File: config.mk
export PLATFORM = sky130hd
export DESIGN_NAME = mix_tree_sequencer
export DESIGN_NICKNAME = d
export VERILOG_FILES = /design/src/rtl/mix_tree_pkg.sv /design/src/rtl/mfda_phase_timer.sv /design/src/rtl/mix_tree_sequencer.sv
export SDC_FILE = /design/constraint.sdc
export NUM_CORES = 1
export LEC_CHECK = 0
export BUFFER_PORTS_ARGS = -buffer_cell sky130_fd_sc_hd__buf_2
export CORE_ASPECT_RATIO = 0.7
export CORE_MARGIN = 4
export CORE_UTILIZATION = 40
export CTS_CLUSTER_SIZE = 25
export DETAILED_ROUTE_END_ITERATION = 8
export PLACE_DENSITY = 0.6
export SYNTH_ARGS = -nofsm -noshare
export SYNTH_HDL_FRONTEND = slang
export SYNTH_HIERARCHICAL = 1
export SYNTH_SLANG_ARGS = --single-unit
File: constraint.sdc
create_clock -name clk -period 7.6 [get_ports clk]
set_input_delay 1.9 -clock clk [delete_from_list [all_inputs] [get_ports clk]]
set_output_delay 1.9 -clock clk [all_outputs]
set_load 0.03 [all_outputs]
File: src/rtl/mix_tree_pkg.sv
// mix_tree_pkg: shared types and constants for the mixer-tree valve sequencer.
//   state_t    : sequencer phases
//   first_tree : lowest enabled tree index at or above a start index (N_TREES if none)
package mix_tree_pkg;
    localparam int N_TREES         = 4;
    localparam int LEAVES_PER_TREE = 4;
    localparam int N_INLETS        = N_TREES * LEAVES_PER_TREE;
    localparam int TREE_W          = $clog2(N_TREES);
    localparam int LEAF_W          = $clog2(LEAVES_PER_TREE);

    typedef enum logic [2:0] {IDLE, LOAD, MIX, FLUSH, DONE} state_t;

    function automatic int first_tree(input logic [N_TREES-1:0] m, input int from);
        first_tree = N_TREES;
        for (int i = N_TREES - 1; i >= 0; i--)
            if (i >= from && m[i]) first_tree = i;
    endfunction
endpackage

File: src/rtl/mfda_phase_timer.sv
// mfda_phase_timer: down-counter that times one sequencer phase or valve pulse.
//   clk, rst_n : clock, async active-low reset (counter cleared to 0)
//   load       : load load_val this cycle (has priority over en)
//   en         : decrement by one
//   load_val   : cycles to count; 0 stands for 2**W so a full power-of-two span fits in W bits
//   expired    : counter is at 1, i.e. this is the last cycle of the span
module mfda_phase_timer #(
    parameter int W = 6
) (
    input  logic         clk,
    input  logic         rst_n,
    input  logic         load,
    input  logic         en,
    input  logic [W-1:0] load_val,
    output logic         expired
);
    logic [W-1:0] cnt;

    always_ff @(posedge clk or negedge rst_n)
        if (!rst_n) cnt <= '0;
        else if (load) cnt <= load_val;
        else if (en) cnt <= cnt - W'(1);

    assign expired = cnt == W'(1);
endmodule

File: src/rtl/mix_tree_sequencer.sv
// mix_tree_sequencer: loads, mixes and flushes up to four mixer trees in sequence.
//   clk, rst_n   : clock, async active-low reset
//   start        : run request, accepted when ready
//   tree_mask    : trees to run (bit t = tree t), sampled on accept
//   abort        : terminate the current run
//   ready        : high only in IDLE
//   inlet_valve  : one-hot-or-zero inlet drive, bit 4*t+l = leaf l of tree t
//   outlet_valve : per-tree outlet drive during flush
//   done         : one-cycle pulse at normal completion
//   aborted      : one-cycle pulse when a run is aborted
// All outputs are registers loaded from the next-state values.
module mix_tree_sequencer
    import mix_tree_pkg::*;
#(
    parameter int PULSE_CYCLES = 8,
    parameter int MIX_CYCLES   = 64,
    parameter int FLUSH_CYCLES = 16
) (
    input  logic                clk,
    input  logic                rst_n,
    input  logic                start,
    input  logic [N_TREES-1:0]  tree_mask,
    input  logic                abort,
    output logic                ready,
    output logic [N_INLETS-1:0] inlet_valve,
    output logic [N_TREES-1:0]  outlet_valve,
    output logic                done,
    output logic                aborted
);
    localparam int MAXC = PULSE_CYCLES > MIX_CYCLES ?
                          (PULSE_CYCLES > FLUSH_CYCLES ? PULSE_CYCLES : FLUSH_CYCLES) :
                          (MIX_CYCLES > FLUSH_CYCLES ? MIX_CYCLES : FLUSH_CYCLES);
    localparam int CW = MAXC > 1 ? $clog2(MAXC) : 1;
    // A span equal to 2**CW truncates to 0, which the timer counts as a full wrap.
    localparam logic [CW-1:0] PULSE_LD = CW'(PULSE_CYCLES);
    localparam logic [CW-1:0] MIX_LD   = CW'(MIX_CYCLES);
    localparam logic [CW-1:0] FLUSH_LD = CW'(FLUSH_CYCLES);

    state_t              state, state_n;
    logic [N_TREES-1:0]  mask, mask_n;
    logic [TREE_W-1:0]   tree, tree_n;
    logic [LEAF_W-1:0]   leaf, leaf_n;
    logic [N_INLETS-1:0] inlet_n;
    logic [N_TREES-1:0]  outlet_n;
    logic                aborted_n;
    logic                t_load, expired;
    logic [CW-1:0]       t_val;
    int                  nxt_run, nxt_load;

    mfda_phase_timer #(.W(CW)) u_timer (
        .clk      (clk),
        .rst_n    (rst_n),
        .load     (t_load),
        .en       (state != IDLE),
        .load_val (t_val),
        .expired  (expired)
    );

    always_comb begin
        state_n   = state;
        mask_n    = mask;
        tree_n    = tree;
        leaf_n    = leaf;
        aborted_n = 1'b0;
        t_load    = 1'b0;
        t_val     = PULSE_LD;
        nxt_run   = first_tree(tree_mask, 0);
        nxt_load  = first_tree(mask, int'(tree) + 1);
        case (state)
            IDLE:
                if (start && !abort) begin
                    mask_n  = tree_mask;
                    state_n = tree_mask == '0 ? DONE : LOAD;
                    tree_n  = TREE_W'(nxt_run);
                    leaf_n  = '0;
                    t_load  = 1'b1;
                end
            LOAD:
                if (expired) begin
                    t_load = 1'b1;
                    if (leaf != LEAF_W'(LEAVES_PER_TREE - 1)) leaf_n = leaf + LEAF_W'(1);
                    else if (nxt_load < N_TREES) begin
                        tree_n = TREE_W'(nxt_load);
                        leaf_n = '0;
                    end else begin
                        state_n = MIX;
                        t_val   = MIX_LD;
                    end
                end
            MIX:
                if (expired) begin
                    state_n = FLUSH;
                    t_load  = 1'b1;
                    t_val   = FLUSH_LD;
                end
            FLUSH:   if (expired) state_n = DONE;
            default: state_n = IDLE;
        endcase
        // Abort is honoured only while valves may be moving; DONE always completes.
        if (abort && state inside {LOAD, MIX, FLUSH}) begin
            state_n   = IDLE;
            aborted_n = 1'b1;
            t_load    = 1'b0;
        end
        inlet_n = '0;
        if (state_n == LOAD) inlet_n[{tree_n, leaf_n}] = 1'b1;
        outlet_n = state_n == FLUSH ? mask_n : '0;
    end

    always_ff @(posedge clk or negedge rst_n)
        if (!rst_n) begin
            state        <= IDLE;
            mask         <= '0;
            tree         <= '0;
            leaf         <= '0;
            inlet_valve  <= '0;
            outlet_valve <= '0;
            done         <= 1'b0;
            aborted      <= 1'b0;
            ready        <= 1'b1;
        end else begin
            state        <= state_n;
            mask         <= mask_n;
            tree         <= tree_n;
            leaf         <= leaf_n;
            inlet_valve  <= inlet_n;
            outlet_valve <= outlet_n;
            done         <= state_n == DONE;
            aborted      <= aborted_n;
            ready        <= state_n == IDLE;
        end
endmodule

==> flow_summary.toml <==
[status]
status = "complete, no violations"

[grt]
grtUsageTotal_pct = 14.5
antenna_found_initial = 0
grt_pass1_wl_mm = 6.88
grt_max_degree = 41
grt_pass1_vias = 1408
gr-total-overflow = 0

[cts]
numCtsBuffers = 5
post_cts_buffers = 0
cts_tree = "done"
cts_sinks = 40
hold_buffers = 0
path_clk_slew_ns = 0.07
htreeDepth = 2
cts_resized = 0
cts_root_buf = "clkbuf_8"
clk_latency_ns = 0.30
cts_buffer_depth = 2

[sta]
setup_violations = 0
slew_headroom_pct = 43.4
tightest_slew_ns = 0.849
setup_tns_ns = 0
whs_ns = 0.501
skew_ns = 0.00592
min_period_ns = 3.32
fmax_mhz = 301
finalHoldViolCount = 0
slew_viol_final = 0
min_period_over_period_pct = 43.7
rsz0062_at_grt = "false"

[floorplan]
die_y_um = 66.8
io_pins = 31
die_width_um = 92.0
coreArea_um2 = 4780
dieArea_um2 = 6140
row_count = 21
initial_utilization_pct = 41.3

[power]
combPwrFrac_pct = 32.8
netSwitchingPower_uw = 267
p_per_area_nw_per_um2 = 326
irDropWorstVdd_mv = 0.148
p_seq_share_pct = 40.3
swShare_pct = 35.4
p_int_uw = 488
p_clk_share_pct = 26.9
p_leak_nw = 1.06

[synth]
synthArstFlopShare_pct = 100
syn_area_um2 = 1970
synth.distinct_cells = 53
yosysTopAreaCellShare_pct = 49.4
synth-seq-cells = 40
yosysSeqAreaShare_pct = 50.8
synth_area_per_cell_um2 = 11.4
ys.flop_type = "dfrtp_1"
ys_warn_count = 6
yosys.area.top_type = "dfrtp_1"
synthTopCellsByArea = "dfrtp_1 (49%), nor4_1 (5.4%), o21ai_0 (2.8%), nor2b_1 (2.5%), mux2_2 (2.3%)"
synth-edff-count = 0
synthCells = 173

[drt]
drc = 0
routedWlPerCell_um = 14.5
vias_per_cell = 5.15
postRouteAntennaNets = 0
first_iter_violations = 61
vias = 1432
drt-pass1-iter-count = 4
drt_wl_total_mm = 4.02

[worst_setup_path]
arrival_ns = 3.51
critical_path_peak_fanout = 13
critPathLaunchType = "input port"
r2r_slack_ns = 4.64
critPathRequiredTime_ns = 7.79
end_kind = "flop"
path_class = "input port to flop"

[min_path]
hp-class = "flop to flop"

[finish]
layout-area-overhead-vs-synth_pct = 17.2
drive_gt1_share_pct = 30.1
num_antenna_cells = 0
final_nets = 220
fillers = 465

[place]
port_buffers = 30
dp.final_hpwl_mm = 2.96
gp_congestion = 0.891

[job]
drv_cap = 0
## Yosys cell counts (2+ instances only)
cell type and number:
a21bo_2 2, nand2_1 12, mux2_2 4, nor3b_2 2, a21oi_1 4, nor4b_1 3
nand3_1 3, xnor2_1 4, o21ai_0 11, inv_1 6, nor4_1 17, nor2_1 8
ha_1 3, buf_6 3, a22oi_1 2, o21bai_1 4, o2111ai_1 2, nor2b_1 8
inv_2 2, dfrtp_1 39, nor3_1 2
## layout by cell type (no fill, tap or decap), types with 3 or more instances in the layout
master / Yosys / final
dfrtp_1: 39 / 39
buf_2: 0 / 30
nor4_1: 17 / 17
nand2_1: 12 / 12
o21ai_0: 11 / 11
nor2b_1: 8 / 8
nor2_1: 8 / 8
inv_1: 6 / 6
clkbuf_8: 0 / 5
o21bai_1: 4 / 4
xnor2_1: 4 / 4
a21oi_1: 4 / 4
mux2_2: 4 / 4
conb_1: 1 / 4
nor4b_1: 3 / 3
nand3_1: 3 / 3
ha_1: 3 / 3
## final timing paths
check,from,end,cells after the start
worst max-delay path,abort,u_timer/cnt[5]$_DFFE_PN0P_,7
worst min-delay path,mask[0]$_DFF_PN0_,mask[0]$_DFF_PN0_,1
worst max register to register,u_timer/cnt[3]$_DFFE_PN0P_,u_timer/cnt[5]$_DFFE_PN0P_,10
worst min register to register,mask[0]$_DFF_PN0_,mask[0]$_DFF_PN0_,1
max in group asynchronous,rst_n,inlet_valve[4]$_DFF_PN0_,1
min in group asynchronous,rst_n,inlet_valve[6]$_DFF_PN0_,1
## cell families after synthesis
| group | after synthesis | share of synthesized area [%] |
|---|---|---|
| compound gates | 37 | 15.7 |
| xor+xnor | 5 | 2.22 |
| fa+ha+maj | 3 | 1.90 |
| buf+inv | 13 | 3.80 |
| flops | 40 | 50.8 |
| mux | 5 | 2.79 |
| other cells | 1 | 0.190 |
| simple gates | 69 | 22.7 |
## area by class of cell
cell class | count | area, µm² | share of cell area, %
Tap cell | 69 | 86.3 | 3.73
Clock inverter | 2 | 60.1 | 2.60
Sequential cell | 40 | 1000 | 43.3
Clock buffer | 5 | 68.8 | 2.97
Timing Repair Buffer | 31 | 158 | 6.81
Multi-Input combinational cell | 123 | 908 | 39.3
Inverter | 8 | 30.0 | 1.30
## worst max-delay path: stages
cell     delay, ns
buf_2         0.10
and2b_1       0.31
nand2_4       0.16
a21oi_1       0.65
nor2b_1       0.14
a22oi_1       0.18
nand2_1       0.07
## per-layer routing
layer  wire (µm)  up-vias  share of wire [%]  track usage (%)
li1            -      701                  -                -
met1        2200      684                 55             23.0
met2        1530       43                 38             18.5
met3         264        4                6.6             4.85
met4          23        0               0.57             2.78
met5           0        -                  0                0
## power groups by stage
stage	Sequential (mW)	Clock (mW)	Combinational, mW
CTS	0.304	0.204	0.248
finish	0.304	0.203	0.248
global placement	0.307	0	0.246
global route	0.311	0.214	0.280
floorplan	0.311	0	0.189
detailed placement	0.308	0	0.247
## metrics by stage
stage                     cells  power [mW]  utilization (%)  setup slack (ns)  instance area, µm²
after floorplan             176       0.500                -              4.43                1990
after global placement      271       0.553             45.7              4.02                2180
after detailed placement    271       0.555             45.7              3.95                2180
after CTS                   278       0.757             48.4              4.26                2310
after global routing        278       0.804             48.4              4.03                2310
final                       278       0.755             48.4              4.28                2310
## state kept, by name, indices dropped and copies added (netlist names)
name	count
done	1
inlet_valve	16
leaf	2
tree	2
aborted	1
ready	1
state	3
outlet_valve	4
u_timer/cnt	6
mask	4
(Power assumes the default switching activity.)
